==> src/rtl/serv_rf_pkg.sv <==
// rtl/serv_rf_pkg.sv - shared sizing helpers and state type for the SERV dual-read register file
package serv_rf_pkg;

    localparam int GPR_COUNT = 32;
    localparam int XLEN      = 32;

    typedef enum logic {
        CLEAR = 1'b0,
        READY = 1'b1
    } rf_state_e;

    // Words per port: all GPRs plus CSRs, each XLEN bits, sliced into width-bit words
    function automatic int rf_depth(input int width, input int csr_regs);
        return XLEN * (GPR_COUNT + csr_regs) / width;
    endfunction

    function automatic int rf_aw(input int depth);
        return $clog2(depth);
    endfunction

endpackage

==> src/rtl/serv_rf_rdport.sv <==
// rtl/serv_rf_rdport.sv - one registered read port with write-first bypass, x0 masking and parity check
module serv_rf_rdport #(
    parameter int width  = 8,
    parameter int aw     = 8,
    parameter int bypass = 1,
    parameter int parity = 1,
    parameter int zlsb   = 2
) (
    input  logic             i_clk,
    input  logic             i_rst_n,
    input  logic             i_ren,
    input  logic [aw-1:0]    i_raddr,
    input  logic             i_wen,
    input  logic [aw-1:0]    i_waddr,
    input  logic [width-1:0] i_wdata,
    input  logic [width-1:0] i_mem_word,
    input  logic             i_mem_par,
    output logic [width-1:0] o_rdata,
    output logic             o_perr
);

    logic [width-1:0] rdata_q, rdata_d;
    logic             regzero_q, regzero_d;
    logic             perr_q, perr_d;
    logic             hit;

    // Next read state: load on enable, hold otherwise; parity error is a single-cycle pulse
    always_comb begin
        rdata_d   = rdata_q;
        regzero_d = regzero_q;
        perr_d    = 1'b0;
        hit       = (bypass != 0) && i_wen && (i_waddr == i_raddr);
        if (i_ren) begin
            rdata_d   = hit ? i_wdata : i_mem_word;
            // All address bits above the word-within-register slice zero means x0
            regzero_d = ((i_raddr >> zlsb) == '0);
            perr_d    = (parity != 0) && !hit && !regzero_d
                        && (i_mem_par != (^i_mem_word));
        end
    end

    // Read data, x0 flag and parity error registers
    always_ff @(posedge i_clk or negedge i_rst_n) begin
        if (!i_rst_n) begin
            rdata_q   <= '0;
            regzero_q <= 1'b0;
            perr_q    <= 1'b0;
        end else begin
            rdata_q   <= rdata_d;
            regzero_q <= regzero_d;
            perr_q    <= perr_d;
        end
    end

    assign o_rdata = rdata_q & ~{width{regzero_q}};
    assign o_perr  = perr_q;

endmodule

==> src/rtl/serv_rf_ram_2r.sv <==
// rtl/serv_rf_ram_2r.sv - dual-read single-write SERV register file RAM with parity and post-reset clear
module serv_rf_ram_2r
    import serv_rf_pkg::*;
#(
    parameter int width          = 8,
    parameter int csr_regs       = 4,
    parameter int bypass         = 1,
    parameter int clear_on_reset = 1,
    parameter int parity         = 1,
    localparam int depth         = rf_depth(width, csr_regs),
    localparam int aw            = rf_aw(depth)
) (
    input  logic             i_clk,
    input  logic             i_rst_n,
    input  logic [aw-1:0]    i_waddr,
    input  logic [width-1:0] i_wdata,
    input  logic             i_wen,
    input  logic             i_wpar_flip,
    input  logic [aw-1:0]    i_raddr0,
    input  logic             i_ren0,
    input  logic [aw-1:0]    i_raddr1,
    input  logic             i_ren1,
    output logic [width-1:0] o_rdata0,
    output logic [width-1:0] o_rdata1,
    output logic             o_ready,
    output logic [1:0]       o_perr
);

    localparam int           ZLSB    = 5 - $clog2(width);
    localparam logic [aw-1:0] LAST   = aw'(depth - 1);
    localparam logic [aw:0]  DEPTH_W = (aw + 1)'(depth);

    rf_state_e        state_q, state_d;
    logic [aw-1:0]    cnt_q, cnt_d;
    logic             ready;
    logic             wen_act, ren0_act, ren1_act;
    logic             mem_we;
    logic [aw-1:0]    mem_waddr;
    logic [width-1:0] mem_wdata;
    logic             mem_wpar;

    logic [width-1:0] mem_q [depth];
    logic             par_q [depth];

    // Clear FSM state and sweep counter
    always_ff @(posedge i_clk or negedge i_rst_n) begin
        if (!i_rst_n) begin
            state_q <= (clear_on_reset != 0) ? CLEAR : READY;
            cnt_q   <= '0;
        end else begin
            state_q <= state_d;
            cnt_q   <= cnt_d;
        end
    end

    // Sweep one word per cycle; leave CLEAR once the last word is written
    always_comb begin
        state_d = state_q;
        cnt_d   = cnt_q;
        if (state_q == CLEAR) begin
            cnt_d = cnt_q + 1'b1;
            if (cnt_q == LAST) begin
                state_d = READY;
            end
        end
    end

    // Write-port steering: clear sweep owns the port until READY, then user traffic
    always_comb begin
        ready     = (state_q == READY);
        wen_act   = ready & i_wen;
        ren0_act  = ready & i_ren0;
        ren1_act  = ready & i_ren1;
        mem_we    = 1'b1;
        mem_waddr = cnt_q;
        mem_wdata = '0;
        mem_wpar  = 1'b0;
        if (ready) begin
            mem_we    = i_wen;
            mem_waddr = i_waddr;
            mem_wdata = i_wdata;
            mem_wpar  = (parity != 0) ? ((^i_wdata) ^ i_wpar_flip) : 1'b0;
        end
    end

    // Storage array and parity bits; contents are deliberately not reset
    always_ff @(posedge i_clk) begin
        if (mem_we) begin
            mem_q[mem_waddr] <= mem_wdata;
            par_q[mem_waddr] <= mem_wpar;
        end
    end

    // Simulation-only range check on addresses actually used
    always_ff @(posedge i_clk) begin
        if (i_rst_n && ready) begin
            assert (!(i_wen  && ({1'b0, i_waddr}  >= DEPTH_W)));
            assert (!(i_ren0 && ({1'b0, i_raddr0} >= DEPTH_W)));
            assert (!(i_ren1 && ({1'b0, i_raddr1} >= DEPTH_W)));
        end
    end

    serv_rf_rdport #(
        .width  (width),
        .aw     (aw),
        .bypass (bypass),
        .parity (parity),
        .zlsb   (ZLSB)
    ) u_rdport0 (
        .i_clk      (i_clk),
        .i_rst_n    (i_rst_n),
        .i_ren      (ren0_act),
        .i_raddr    (i_raddr0),
        .i_wen      (wen_act),
        .i_waddr    (i_waddr),
        .i_wdata    (i_wdata),
        .i_mem_word (mem_q[i_raddr0]),
        .i_mem_par  (par_q[i_raddr0]),
        .o_rdata    (o_rdata0),
        .o_perr     (o_perr[0])
    );

    serv_rf_rdport #(
        .width  (width),
        .aw     (aw),
        .bypass (bypass),
        .parity (parity),
        .zlsb   (ZLSB)
    ) u_rdport1 (
        .i_clk      (i_clk),
        .i_rst_n    (i_rst_n),
        .i_ren      (ren1_act),
        .i_raddr    (i_raddr1),
        .i_wen      (wen_act),
        .i_waddr    (i_waddr),
        .i_wdata    (i_wdata),
        .i_mem_word (mem_q[i_raddr1]),
        .i_mem_par  (par_q[i_raddr1]),
        .o_rdata    (o_rdata1),
        .o_perr     (o_perr[1])
    );

    assign o_ready = ready;

endmodule

==> config.mk <==
export PLATFORM = sky130hd
export DESIGN_NAME = serv_rf_ram_2r
export DESIGN_NICKNAME = d
export VERILOG_FILES = /design/src/rtl/serv_rf_pkg.sv /design/src/rtl/serv_rf_rdport.sv /design/src/rtl/serv_rf_ram_2r.sv
export SDC_FILE = /design/constraint.sdc
export NUM_CORES = 2
export LEC_CHECK = 0
export BUFFER_PORTS_ARGS = -buffer_cell sky130_fd_sc_hd__clkbuf_2
export CORE_MARGIN = 2
export CORE_UTILIZATION = 55
export CTS_CLUSTER_SIZE = 24
export DETAILED_ROUTE_END_ITERATION = 6
export PLACE_DENSITY = 0.74
export REMOVE_ABC_BUFFERS = 1
export SETUP_SLACK_MARGIN = 0.15
export SLEW_MARGIN = 20
export SYNTH_ARGS = -nofsm -noshare
export SYNTH_HDL_FRONTEND = slang
export SYNTH_SLANG_ARGS = --single-unit
==> constraint.sdc <==
create_clock -name i_clk -period 3.71 [get_ports i_clk]
set_clock_uncertainty 0.1 [all_clocks]
set_input_delay 0.371 -clock i_clk [delete_from_list [all_inputs] [get_ports i_clk]]
set_output_delay 0.371 -clock i_clk [all_outputs]
set_load 0.01 [all_outputs]
; After elaboration in Yosys (flattened, before gate mapping)
; Memories as Yosys holds them, arrays and structs flattened.
; Index checks and enable logic that the tools add are counted.
; Widths: inputs -> output; s select.
[totals]
n_memories = 2
input_bits = 38
out_inout_bits = 19
elab_cells = 51
ramBits = 1296
ff_bits = 29
[memory_table]
columns = memory, words, width, read_ports, rd_ports_with_merged_regs, wr, line
row1 = mem_q, 144, 8, 2, 0, 1, serv_rf_ram_2r.sv:42  ; logic [width-1:0] mem_q [depth];
row2 = par_q, 144, 1, 2, 0, 1, serv_rf_ram_2r.sv:43  ; logic par_q [depth];
[op_classes]
add_sub_neg = 1
bitwise_logic = 8
n_reduce_logical = 15
eq_ne = 5
muxes = 12
[ops]
columns = cell, n
row1 = $mux 8, 4
row2 = $reduce_xor 8->1, 3
row3 = $and 8x8->8, 2
row4 = $eq 8x8->1, 2
row5 = $logic_not 8->1, 2
row6 = $not 8->8, 2
row7 = $add 8x1->8 const B, 1
row8 = $eq 8x8->1 const B, 1
row9 = $mux 1, 8
row10 = $logic_and 1x1->1, 6
row11 = $logic_not 1->1, 4
row12 = $and 1x1->1, 3
row13 = $ne 1x1->1, 2
row14 = $xor 1x1->1, 1

; Depth between registers and ports, before layout
[depth]
ltp_word = 6
ltp_mapped = 15
depth_no_buf = 9

; By module
; A second synthesis with hierarchy kept.
[hier_totals]
hier_cells = 3377
area_unflattened_um2 = 62758.9
[by_module_without_submodules]
columns = mod, seq_area_each_um2, instances, area_each_um2, cells_each
row1 = serv_rf_ram_2r, 39142.5, 1, 61312.6, 3217
row2 = serv_rf_rdport, 250.2, 2, 723.2, 80

; Worst setup path after synthesis
; No wires, ideal clock.
[synth_path]
path_type = register -> register
from = register state_q, in the netlist o_ready
to = memory par_q[0], data pin
setup_time_ns = 0.577
synth_period_minus_slack_ns = 3.794
arrival_time_ns = 3.117
slack_ns = -0.084
required_ns = 3.033
stages_incl_launch_ff = 5
path_buffers = 3
path_cell_list = dfrtp_1 > clkbuf_1 > clkbuf_1 > clkbuf_1 > and2_1
[synth_via]
elab_chain_cells = 1
[synth_rtl]
columns = element, line
row1 = "start, declared", serv_rf_ram_2r.sv:33  ; rf_state_e state_q, state_d;
row2 = "start signal, assigned", serv_rf_ram_2r.sv:48  ; state_q <= (clear_on_reset != 0) ? CLEAR : READY;
row3 = "start signal, assigned", serv_rf_ram_2r.sv:51  ; state_q <= state_d;
row4 = $mux 1, serv_rf_ram_2r.sv:78  ; if (ready) begin
row5 = via mem_wpar, serv_rf_ram_2r.sv:40  ; logic mem_wpar;
row6 = "end, declared", serv_rf_ram_2r.sv:43
; The timed path passes the listed nets, and every way through them passes these cells.

==> results.toml <==
[global_route]
global_route.usage.met1 = 0.506
met2_usage = 0.545
grt_most_used_layer = "met2"
grt.total_usage = 0.369
initial_antenna_violation_count = 12
met3_global_route_usage = 0.117
grt_first_pass_wirelength_um = 298000
global_route.overflow_total = 0
grt_pass1_vias = 38900
maximum_number_of_pins_on_one_net_before_global_route_repair = 97

[logic_synthesis]
yosysMostFrequentCell = "sky130_fd_sc_hd__edfxtp_1"
synth-compound-area-share = 0.0265
post_synthesis_share_of_cell_area_spent_on_xor_and_xnor_gates = 0.00697
postSynthRegisterBits = 1325
portion_of_netlist_area_occupied_by_mux_cells = 0.277
ffs_w_async_s_r_synth = 0.0219
synth_flop_cell = "sky130_fd_sc_hd__edfxtp_1"
ys_warn_count = 0
syn-instance-count = 3197
yosys-top-cells-count = "1296 x sky130_fd_sc_hd__edfxtp_1, 723 x sky130_fd_sc_hd__mux4_2, 192 x sky130_fd_sc_hd__nor2_1"
synth_top_family_by_area = "multiplexers"
syn_avg_cell_area_um2 = 19.6
synth_fa_ha_area_frac = 0.000200
synth_enable_flop_cells = 1296
portion_of_synthesized_cell_area_occupied_by_the_leading_cell_type = 0.621
synth_cell_type_count = 69
synth.yosys.seq_area_share = 0.633
post_synth_main_area_contributors = "sky130_fd_sc_hd__edfxtp_1 62%, sky130_fd_sc_hd__mux4_2 26%, sky130_fd_sc_hd__mux2i_1 1.3%"
synth_simple_gate_area_share = 0.0361
synth_top_cell_by_area = "sky130_fd_sc_hd__edfxtp_1"
netlist_area_mm2 = 0.0627

[clock_network]
clk_transition_reported_paths_ns = 0.07
cts_max_level = 4
clock-root-buffer = "sky130_fd_sc_hd__clkbuf_16"
clkLatencyLatePin_ns = 0.77
clock_path_buffers = 3
tritoncts_sinks = 1325
tritoncts = "yes"
cts_bufs_inserted = 138

[timing]
setup_total_negative_slack_ns = 0
fmax_mhz = 282
final.setup.worst_slack_ns = 0.158
report.final.slew_viol_count = 0
timing.max_slew.rel_slack = 0.387
finalHoldViolCount = 0
grt_setup_unrepaired = "no"
finalWorstPathRequiredPeriod_ns = 3.55
max_slew.worst_pin.slew_ns = 0.919
setup_viol = 0
portion_of_the_clock_cycle_consumed_by_the_worst_path_in_the_final_layout = 0.957

[floorplanning]
num_io_pins = 57
fp.dieArea_mm2 = 0.117
rows = 123
core_area_mm2 = 0.113
die_height_um = 342
floorplan.die.width_um = 342
floorplan.initialDensity = 0.556

[routing]
routed_wire_length_um = 212000
route.detailed.wl_per_inst_um = 39.6
remaining_drc_errors = 0
final_antenna_net_count = 0
first_iter_violations = 7174
avgViaCountPerCell = 7.36
dr.pass1.iters = 7
vias_after_detailed_routing = 39300

[final_layout]
synthToLayoutAreaGrowth_pct = 17.8
nets = 3773
final_cells = 5345
ratio_of_cells_with_drive_above_1_in_the_final_layout = 0.419

[critical_path]
crit_type = "reg2reg"
worst_setup_path_end_kind = "register"
path_max_fanout = 2
timing.critical_path.required_ns = 4.28
timing.critical_path.from_type = "register"
worstPathArrival_ns = 4.12

[place]
dpl.cell_count = 5086
detailedPlacementHpwl_um = 148000
gpl.final_weighted_congestion = 1.02
dpl_worst_slack_ns = -0.617
port_buffers = 56

[pwr]
power.ir.vdd_worst_mv = 0.387
leakagePower_nw = 20.5
power-per-cell-area_mw_per_mm2 = 436

[worst_hold_path]
min-delay-path-class = "in2reg"

[outcome]
outcome = "completed"

[job]
max_cap_viol_count = 0
==> where the power goes <==
part	switching (mW)	leakage, nW	internal, mW
combinational	1.13	8.97	0.846
clock	5.95	2.19	8.10
sequential	0	9.36	16.2
==> layout by cell type, fill, tap and decap left out, drive strengths merged, types with 7 or more instances in the layout <==
cell type / count
mux2: 25
a22oi: 46
mux2i: 82
xor2: 19
o32ai: 8
nor3: 23
and3: 7
nor2: 192
clkbuf: 221
o22ai: 26
o221ai: 7
or3: 7
dfrtp: 29
o211ai: 12
clkinvlp: 7
a21oi: 35
nand2: 138
o21ai: 37
xnor2: 18
nor2b: 32
a31oi: 9
a221oi: 9
nand2b: 13
edfxtp: 1296
bufinv: 15
nand4: 12
buf: 581
nand3: 30
and2: 20
mux4: 723
clkinv: 50
nor4: 9
inv: 25
==> worst paths after layout <==
| check | start | end | slack (ns) | depth (start not counted) |
|---|---|---|---|---|
| worst min register to register | u_rdport1.rdata_q[0]$_DFFE_PN0P_ | u_rdport1.rdata_q[0]$_DFFE_PN0P_ | 0.39 | 2 |
| min in group asynchronous | i_rst_n | o_ready$_DFF_PN0_ | 0.16 | 2 |
| worst max register to register | mem_q[27][3]$_DFFE_PP_ | u_rdport1.o_perr$_DFF_PN0_ | 0.16 | 9 |
| max in group asynchronous | i_rst_n | u_rdport0.rdata_q[3]$_DFFE_PN0P_ | 2.76 | 2 |
| worst max-delay path | mem_q[27][3]$_DFFE_PP_ | u_rdport1.o_perr$_DFF_PN0_ | 0.16 | 9 |
| worst min-delay path | i_wdata[2] | u_rdport0.rdata_q[2]$_DFFE_PN0P_ | 0.13 | 3 |
==> sequential cells by signal (all words and copies together), names as in the netlist <==
register	cells
u_rdport1.rdata_q	8
cnt_q	8
u_rdport0.o_perr	1
mem_q	1152
u_rdport0.regzero_q	1
u_rdport1.regzero_q	1
u_rdport1.o_perr	1
par_q	144
u_rdport0.rdata_q	8
o_ready	1
==> kinds of logic (layout without fill, tap and decap cells) <==
logic type,Yosys count,in the layout
xor+xnor,42,42
compound gates,239,239
mux,830,830
flops,1325,1325
buf+inv,262,905
other cells,0,5
simple gates,498,498
fa+ha+maj,1,1
==> per-stage QoR <==
step / total power [mW] / utilization / cell area, um2 / hold WS, ns
after floorplan: 17.1 / - / 61500 / -0.0246
after global placement: 18.4 / 0.612 / 69100 / 0.357
after detailed placement: 18.4 / 0.612 / 69100 / 0.379
after CTS: 32.2 / 0.653 / 73700 / 0.0428
after global routing: 32.8 / 0.654 / 73800 / 0.118
final: 32.2 / 0.654 / 73800 / 0.128
==> critical path, stage by stage (launching register included) <==
cell	delay, ns
sky130_fd_sc_hd__edfxtp_1	0.41
sky130_fd_sc_hd__mux4_2	0.47
sky130_fd_sc_hd__mux4_2	0.57
sky130_fd_sc_hd__mux2i_4	0.24
sky130_fd_sc_hd__buf_4	0.16
sky130_fd_sc_hd__o41ai_2	0.14
sky130_fd_sc_hd__a221oi_2	0.32
sky130_fd_sc_hd__xnor3_1	0.51
sky130_fd_sc_hd__xnor3_1	0.37
sky130_fd_sc_hd__and3_1	0.16
==> what timing repair did <==
action	in CTS	in global routing
hold buffers	6	0
hold endpoints to repair	36	0
setup endpoints to repair	2	3
pin swaps	1	3
setup buffers	1	1
resized for setup	3	13
==> per-layer routing <==
| metal | up-vias | part of all wire |
|---|---|---|
| met3 | 632 | 0.15 |
| met5 | - | 0.00031 |
| met2 | 3623 | 0.45 |
| met4 | 10 | 0.058 |
| met1 | 20300 | 0.34 |
| li1 | 14800 | - |
==> cell type report <==
class                      count  area (um2)
sequential                  1325       39600
fill                        7360       39000
multi-input combinational   1610       21900
timing repair buffer         637        5770
clock buffer                 171        3660
tap                         1500        1880
clock inverter                75         873
inverter                      22        86.3
antenna                        5        12.5
Power figures use the tool's default switching activity.
